### src/rtl/vga_sync_decoder.sv
// Receive-side VGA timing recovery: measures line/frame periods from active-low syncs,
// locks after repeated identical frames and decodes pixel coordinates.
// Define VGA_DEC_ERR_CNT_EN to add the saturating lock_loss_count output.
module vga_sync_decoder #(
  parameter int H_VISIBLE    = 640,
  parameter int H_SYNC_PULSE = 96,
  parameter int H_BACK_PORCH = 48,
  parameter int V_VISIBLE    = 480,
  parameter int V_SYNC_PULSE = 2,
  parameter int V_BACK_PORCH = 33,
  parameter int LOCK_FRAMES  = 2
) (
  input  logic        clk,
  input  logic        reset_n,
  input  logic        clk_en,
  input  logic        hsync,
  input  logic        vsync,
  output logic [10:0] pixel_x,
  output logic [10:0] pixel_y,
  output logic        active,
  output logic        line_start,
  output logic        frame_start,
  output logic        locked,
  output logic [10:0] h_period,
  output logic [10:0] v_period
`ifdef VGA_DEC_ERR_CNT_EN
  ,
  output logic [7:0]  lock_loss_count
`endif
);

  localparam logic [10:0] CNT_MAX = 11'h7FF;
  localparam logic [10:0] H_FIRST = 11'(H_SYNC_PULSE + H_BACK_PORCH);
  localparam logic [10:0] H_LAST  = 11'(H_SYNC_PULSE + H_BACK_PORCH + H_VISIBLE);
  localparam logic [10:0] V_FIRST = 11'(V_SYNC_PULSE + V_BACK_PORCH);
  localparam logic [10:0] V_LAST  = 11'(V_SYNC_PULSE + V_BACK_PORCH + V_VISIBLE);
  localparam logic [3:0]  LOCK_N  = 4'(LOCK_FRAMES);

  typedef enum logic [1:0] {SEARCH, MEASURE, LOCKED} state_t;

  state_t      state;
  logic        hs_s1, hs_s2, vs_s1, vs_s2;
  logic [10:0] h_cnt, v_cnt;
  logic [10:0] cand_h, cand_v;
  logic [3:0]  match_cnt;
  logic        vs_pend, line_clean;

  logic        h_fall, v_fall, frame_edge, h_sat, lock_lost;
  logic [10:0] h_meas, v_meas;
  logic        h_vis, v_vis;

  assign h_fall     = hs_s2 & ~hs_s1;
  assign v_fall     = vs_s2 & ~vs_s1;
  // a vsync edge arriving together with the hsync edge still closes the frame
  assign frame_edge = h_fall & (vs_pend | v_fall);
  assign h_meas     = h_cnt + 11'd1;
  assign v_meas     = v_cnt + 11'd1;
  // a line end on the saturated count is judged as a (bad) period, not as saturation
  assign h_sat      = (h_cnt == CNT_MAX) & ~h_fall;
  assign lock_lost  = (state == LOCKED) &
                      (h_sat | (h_fall & (h_meas != cand_h)) | (frame_edge & (v_meas != cand_v)));

  always_ff @(posedge clk) begin
    if (!reset_n) begin
      hs_s1       <= 1'b1;
      hs_s2       <= 1'b1;
      vs_s1       <= 1'b1;
      vs_s2       <= 1'b1;
      h_cnt       <= '0;
      v_cnt       <= '0;
      h_period    <= '0;
      v_period    <= '0;
      cand_h      <= '0;
      cand_v      <= '0;
      match_cnt   <= '0;
      vs_pend     <= 1'b0;
      line_clean  <= 1'b0;
      line_start  <= 1'b0;
      frame_start <= 1'b0;
      state       <= SEARCH;
    end else begin
      line_start  <= 1'b0;
      frame_start <= 1'b0;
      if (clk_en) begin
        hs_s1 <= hsync;
        hs_s2 <= hs_s1;
        vs_s1 <= vsync;
        vs_s2 <= vs_s1;

        if (h_fall) begin
          h_cnt      <= '0;
          h_period   <= h_meas;
          line_start <= 1'b1;
          if (h_meas != h_period) line_clean <= 1'b0;
          if (frame_edge) begin
            v_cnt       <= '0;
            v_period    <= v_meas;
            vs_pend     <= 1'b0;
            frame_start <= 1'b1;
            line_clean  <= 1'b1;
          end else if (v_cnt != CNT_MAX) begin
            v_cnt <= v_cnt + 11'd1;
          end
        end else begin
          if (!h_sat) h_cnt <= h_cnt + 11'd1;
          if (v_fall) vs_pend <= 1'b1;
        end

        if (lock_lost || h_sat) begin
          state <= SEARCH;
        end else begin
          case (state)
            SEARCH: if (frame_edge) begin
              // stale candidate from a previous lock must not shortcut reacquisition
              state     <= MEASURE;
              cand_h    <= '0;
              cand_v    <= '0;
              match_cnt <= '0;
            end
            MEASURE: if (frame_edge) begin
              if (line_clean && (h_meas == cand_h) && (v_meas == cand_v)) begin
                match_cnt <= match_cnt + 4'd1;
                if (match_cnt + 4'd1 == LOCK_N) state <= LOCKED;
              end else begin
                cand_h    <= h_meas;
                cand_v    <= v_meas;
                match_cnt <= '0;
              end
            end
            LOCKED:  ;
            default: state <= SEARCH;
          endcase
        end
      end
    end
  end

`ifdef VGA_DEC_ERR_CNT_EN
  always_ff @(posedge clk) begin
    if (!reset_n)
      lock_loss_count <= '0;
    else if (clk_en && lock_lost && (lock_loss_count != 8'hFF))
      lock_loss_count <= lock_loss_count + 8'd1;
  end
`endif

  assign locked  = (state == LOCKED);
  assign h_vis   = (h_cnt >= H_FIRST) && (h_cnt < H_LAST);
  assign v_vis   = (v_cnt >= V_FIRST) && (v_cnt < V_LAST);
  assign active  = locked & h_vis & v_vis;
  assign pixel_x = active ? (h_cnt - H_FIRST) : '0;
  assign pixel_y = active ? (v_cnt - V_FIRST) : '0;

endmodule

### config.mk
export PLATFORM = sky130hd
export DESIGN_NAME = vga_sync_decoder
export DESIGN_NICKNAME = d
export VERILOG_FILES = /design/src/rtl/vga_sync_decoder.sv
export SDC_FILE = /design/constraint.sdc
export NUM_CORES = 1
export LEC_CHECK = 0
export CORE_MARGIN = 4
export CORE_UTILIZATION = 62
export CTS_CLUSTER_SIZE = 30
export DETAILED_ROUTE_END_ITERATION = 6
export PLACE_DENSITY_LB_ADDON = 0.15
export SYNTH_ARGS = -nofsm -noshare
export SYNTH_HDL_FRONTEND = slang
export SYNTH_SLANG_ARGS = --single-unit
### constraint.sdc
create_clock -name clk -period 6.5 [get_ports clk]
set_input_delay 1.3 -clock clk [delete_from_list [all_inputs] [get_ports clk]]
set_output_delay 1.3 -clock clk [all_outputs]
set_load 0.05 [all_outputs]
* Yosys cells after proc, flatten, opt, wreduce, memory -nomap -nowiden
Index checks and enable logic that the tools add are counted.
** Word-level totals
- Word-level logic and storage cells :: 112
- Latch bits :: 0
- Memory bits (writable) :: 0
- Memories kept :: 0
- Bits in registers :: 80
- Bits of input ports :: 5
- Bits in read-only memories :: 0
- Output and inout port bits :: 48
** Cells by class
- Shifts and indexed selects :: 0
- Equal/unequal tests :: 20
- Bitwise logic cells :: 16
- Order comparisons :: 4
- Add/sub/neg operators :: 5
- Reductions and logical operators :: 21
- Multiply operators :: 0
- Div/mod/pow operators :: 0
- Mux-type cells :: 30
** Operators with widths (count)
- $mux 11 :: 11
- $pmux 11 s2 :: 2
- $ne 11x11->1 :: 3
- $add 11x1->11 const B :: 2
- $eq 11x11->1 :: 2
- $lt 11x10->1 const B :: 2
- $reduce_and 3->1 :: 5
- $mux 4 :: 3
- $ne 3x3->1 const B :: 4
- $reduce_and 6->1 :: 2
- $eq 11x11->1 const B :: 1
- $ge 11x6->1 const B :: 1
- $ge 11x8->1 const B :: 1
- $ne 11x11->1 const B :: 1
- $sub 11x6->11 const B :: 1
- $sub 11x8->11 const B :: 1
- $mux 2 :: 5
- $and 1x1->1 :: 9
- $ne 2x2->1 const B :: 4
- $pmux 4 s2 :: 1
- $reduce_bool 2->1 :: 4
- $mux 1 :: 7
- $pmux 2 s3 :: 1
- $reduce_and 2->1 :: 3
- other kinds (11) :: 20

* Longest topological paths before layout
- Word-level depth :: 10
- Depth in mapped cells :: 12
- Mapped depth without buffers :: 9

* Least setup slack after synthesis
Ideal clock, no wire load.
- Path kind :: flip-flop to output port
- Start :: register state[0]
- End :: output pixel_x[7]
- Slack :: 2179 ps
- Required time :: 5200 ps
- Data arrival time :: 3021 ps
- Buffers on the path :: 2
- Cell stages (with the launch flop) :: 7
- Path through :: dfxtp_1 -> clkbuf_1 -> nor2b_1 -> nor3b_1 -> o2111ai_1 -> clkbuf_1 -> nor3b_1
** On the way
- Word-level cells in the longest chain between the ends :: 4
** RTL lines
- from (decl) :: RTL line 41 : state_t state;
- from (signal assigned) :: RTL line 80 : state <= SEARCH;
- from (signal assigned) :: RTL line 110 : state <= SEARCH;
- from (signal assigned) :: RTL line 115 : state <= MEASURE;
- $eq 2x2->1 :: RTL line 147 : assign locked = (state == LOCKED);
- via locked :: RTL line 23 : output logic locked,
- $and 1x1->1 (2 in series) :: RTL line 150 : assign active = locked & h_vis & v_vis;
- $mux 11 :: RTL line 151 : assign pixel_x = active ? (h_cnt - H_FIRST) : '0;
- to (decl) :: RTL line 18 : output logic [10:0] pixel_x,
The timed path passes the listed nets, and every way through them passes these cells.

* Worst setup path after layout
- Start :: register h_cnt[4]
- End :: output pixel_y[5]
** On the way
- Word-level cells in the longest chain between the ends :: 5
- Elaborated cells on any way between the ends :: 6
- Classes of those cells :: order compare (2); mux (1); bitwise (2); reduce/logical (1)
** RTL lines
- from (decl) :: RTL line 43 : logic [10:0] h_cnt, v_cnt;
- from (signal assigned) :: RTL line 105 : if (!h_sat) h_cnt <= h_cnt + 11'd1;
- $ge 11x8->1 or $lt 11x10->1 (tied branches) :: RTL line 148 : assign h_vis = (h_cnt >= H_FIRST) && (h_cnt < H_LAST);
- $logic_and 1x1->1 * :: RTL line 148
- $and 1x1->1 * (2 in series) :: RTL line 150
- $mux 11 * :: RTL line 152 : assign pixel_y = active ? (v_cnt - V_FIRST) : '0;
- to (decl) :: RTL line 19 : output logic [10:0] pixel_y,
Every way passes the cells marked *; elsewhere a longest branch is shown, timed or not.

==> flow_summary_export.csv <==
group,metric,value,unit
grt,grt_pass1_wl,20900,um
drt,ant_nets,0,
layout,nNetsFinal,662,
clock_tree,clock_latency,0.35,ns
floorplan,die_w,99.3,um
power,p_int,0.748,mW
timing,rsz0062_at_grt,"false",
floorplan,die_area,9850,sq um
timing,fin_skew,0.0135,ns
power,powerDensity,175,nW/um^2
clock_tree,numClockSinks,80,
floorplan,num_rows,33,
setup_path,path_max_fanout,20,
placement,pre_cts_ws,2.23,ns
layout,stdcell_count,760,
setup_path,crit_family,"buffers and inverters",
setup_path,cp.arrival,3.36,ns
floorplan,die_h,99.3,um
clock_tree,cts_root_buf,"clkbuf_8",
power,p_total,1.01,mW
power,combPwrFrac,8.2,%
logic_synthesis,synth-edff-count,0,
logic_synthesis,synthFlopType,"dfxtp_1",
placement,port-buffer-count,52,
timing,tns,0,ns
timing,relSlewSlack,21.0,%
power,p_seq_share,49.9,%
timing,post-route-period-util,71.6,%
timing,max_freq,215,MHz
clock_tree,cts_tree,"done",
floorplan,io-pin-count,53,
drt,drt_wl_total,12500,um
placement,dp.cells,744,
setup_path,path_cells,"ha_1, nand3_1, o41ai_1, nor2_1, a31oi_1, o2111ai_1, buf_4, nor3_1, clkdlybuf4s50_1",
timing,post-route-min-period,4.66,ns
drt,drcViolationCount,0,
grt,grt_max_degree,81,
worst_hold_path,min_path_type,"flip-flop to flip-flop",
grt,grt_pass1_vias,4210,
setup_path,required,5.20,ns
floorplan,coreArea,8180,sq um
logic_synthesis,synth_area,5160,sq um
clock_tree,clk_pin_slew,0.09,ns
logic_synthesis,synth_seq_cells,80,
placement,dp_hpwl,8730,um
setup_path,cp-end-kind,"output port",
layout,final_area,5800,sq um
power,p_leak,2.21,nW
timing,setup-violations-final,0,
placement,place_congestion,0.845,
setup_path,worst_path_max_delay_cell,"clkdlybuf4s50_1",
drt,first_pass_iters,5,
power,swShare,26.2,%
drt,drt_iter0_drc,317,
power,power_switching,0.266,mW
setup_path,start_kind,"flip-flop",
layout,area_growth,12.3,%
clock_tree,cts.htree.levels,3,
clock_tree,postCtsSetupBuffers,0,
clock_tree,cts-resized-gates,0,
drt,post_drt_wl_per_cell,16.4,um
layout,multiInputGateArea,3250,sq um
clock_tree,holdBufCountCts,0,
timing,finalWorstSetupSlack,1.84,ns
logic_synthesis,seq_area_frac_synth,31.0,%
grt,antenna_found_initial,0,
placement,dpl_cell_area,5570,sq um
grt,grt_util_all_layers,25.8,%
clock_tree,numCtsBuffers,9,
power,pwr-share-clk,41.8,%
run_status,status,"complete, no violations",
logic_synthesis,avgSynthCellArea,8.13,sq um
setup_path,cpPeakStageDelay,0.84,ns
setup_path,crit_type,"flip-flop to output port",
logic_synthesis,synthDistinctLibCells,74,
setup_path,worst-path-buf-inv,2,
logic_synthesis,synthArstFlopShare,0,%
timing,slew_violations,0,
logic_synthesis,yosysWarnings,0,
timing,worstMarginPinSlew,1.19,ns
timing,hold_viol_final,0,
power,ir_drop,0.209,mV
layout,layout-drive-gt1-share,6.56,%
drt,vias,4578,
logic_synthesis,syn_inst,635,
drt,viasPerCell,6.02,
grt,grt_overflow,0,
floorplan,initial_core_util,63.2,%
layout,n_fill_cell,680,
logic_synthesis,synth_nets,647,
clock_tree,clockBufferDepth,2,
job,cap_violations,0,
layout,regArea,1600,sq um
layout,num_antenna_cells,0,
## metal layers
layer / vias up / track usage [%] / wire length, um
met2: 175 / 40.1 / 5640
met4: 0 / 7.98 / 176
met1: 2164 / 37.2 / 5770
li1: 2222 / - / -
met5: - / 0 / 0
met3: 17 / 3.79 / 894
## cells in the final DEF (no fill, tap or decap), drive strengths merged, types with 6 or more instances in the layout
cell,n
nor2b,43
a21oi,24
nor2,67
o21ai,29
dfxtp,80
nor3,15
clkdlybuf4s50,51
clkbuf,9
xnor2,35
a21boi,8
and4,7
nand3,14
or3,6
xor2,17
and2,18
o211a,19
nand2,75
ha,7
nand4,8
mux2i,29
inv,14
## cells by family after synthesis
kind of cell	synth area share, %
mux	5.62
buf+inv	5.96
flops	31.0
simple gates	29.1
compound gates	17.2
xor+xnor	9.40
fa+ha+maj	1.70
## state kept, by name, summed over array words and instances, names as in the netlist, 2 cells and up
name	flops
cand_h	11
cand_v	11
h_cnt	11
h_period	11
match_cnt	4
state	2
v_cnt	11
v_period	11
## power by group through the flow
stage	combinational, mW	sequential [mW]	clock [mW]
2_1_floorplan	0.0507	0.529	0
3_3_place_gp	0.0819	0.517	0
3_5_place_dp	0.0829	0.518	0
4_1_cts	0.0832	0.506	0.424
5_1_grt	0.0898	0.508	0.445
6_report	0.0835	0.507	0.425
## path summary, 6_finish.rpt
kind	start	to	slack, ns	cells after the start
hold / removal	match_cnt[3]$_SDFFE_PN0P_	match_cnt[3]$_SDFFE_PN0P_	0.50	2
setup reg to reg	h_cnt[0]$_SDFFE_PN0P_	cand_h[10]$_SDFFE_PN0P_	3.00	9
setup / recovery	h_cnt[4]$_SDFFE_PN0P_	pixel_y[5]	1.84	9
hold reg to reg	match_cnt[3]$_SDFFE_PN0P_	match_cnt[3]$_SDFFE_PN0P_	0.50	2
## worst reg2reg max path: cells and delay by family (launching register included)
family | cells | cell delay (ns)
compound gates | 2 | 0.91
fa+ha+maj | 1 | 0.45
flops | 1 | 0.62
mux | 1 | 0.31
simple gates | 5 | 1.11
## metrics by stage
stage / util [%] / hold slack (ns)
3_5_place_dp: 68.1 / 0.478
4_1_cts: 70.9 / 0.498
6_report: 70.9 / 0.496
3_3_place_gp: 68.1 / 0.445
5_1_grt: 70.9 / 0.518
2_1_floorplan: - / 0.433
## final cells by class
type                       count  area share, %
tap                          105           2.27
timing repair buffer          55           9.28
multi-input combinational    492           56.1
sequential                    80           27.6
inverter                      12          0.777
clock buffer                   9           2.14
clock inverter                 7           1.77
## synthesized netlist by cell type (2+ instances only)
library cell | number | area share, %
a211o_1 | 2 | 0.34
a211oi_1 | 2 | 0.29
a21boi_0 | 6 | 0.87
a21boi_1 | 2 | 0.29
a21oi_1 | 22 | 2.1
a22oi_1 | 2 | 0.29
a311oi_1 | 2 | 0.34
a31oi_1 | 3 | 0.36
a31oi_4 | 2 | 0.82
a41oi_1 | 2 | 0.34
and2_1 | 17 | 2.1
and3_1 | 5 | 0.61
and4_1 | 3 | 0.51
and4_4 | 3 | 0.65
buf_1 | 2 | 0.15
buf_2 | 8 | 0.78
buf_4 | 4 | 0.58
buf_6 | 6 | 1.3
clkbuf_1 | 30 | 2.2
dfxtp_1 | 80 | 31
ha_1 | 7 | 1.7
inv_1 | 12 | 0.87
mux2i_1 | 29 | 5.6
nand2_1 | 73 | 5.3
nand2_2 | 2 | 0.24
nand2b_1 | 5 | 0.61
nand3_1 | 13 | 1.3
nand4_1 | 7 | 0.85
nor2_1 | 67 | 4.9
nor2b_1 | 43 | 5.2
nor3_1 | 14 | 1.4
nor3b_1 | 5 | 0.73
nor4_1 | 3 | 0.36
o2111ai_1 | 3 | 0.51
o211a_1 | 19 | 3.7
o21ai_0 | 29 | 2.8
o22ai_1 | 2 | 0.24
o31ai_1 | 4 | 0.58
or2b_1 | 3 | 0.44
or3_1 | 6 | 0.73
or4_1 | 4 | 0.58
xnor2_1 | 34 | 5.8
xor2_1 | 17 | 2.9
No activity file was read; power rests on OpenSTA's default activity.
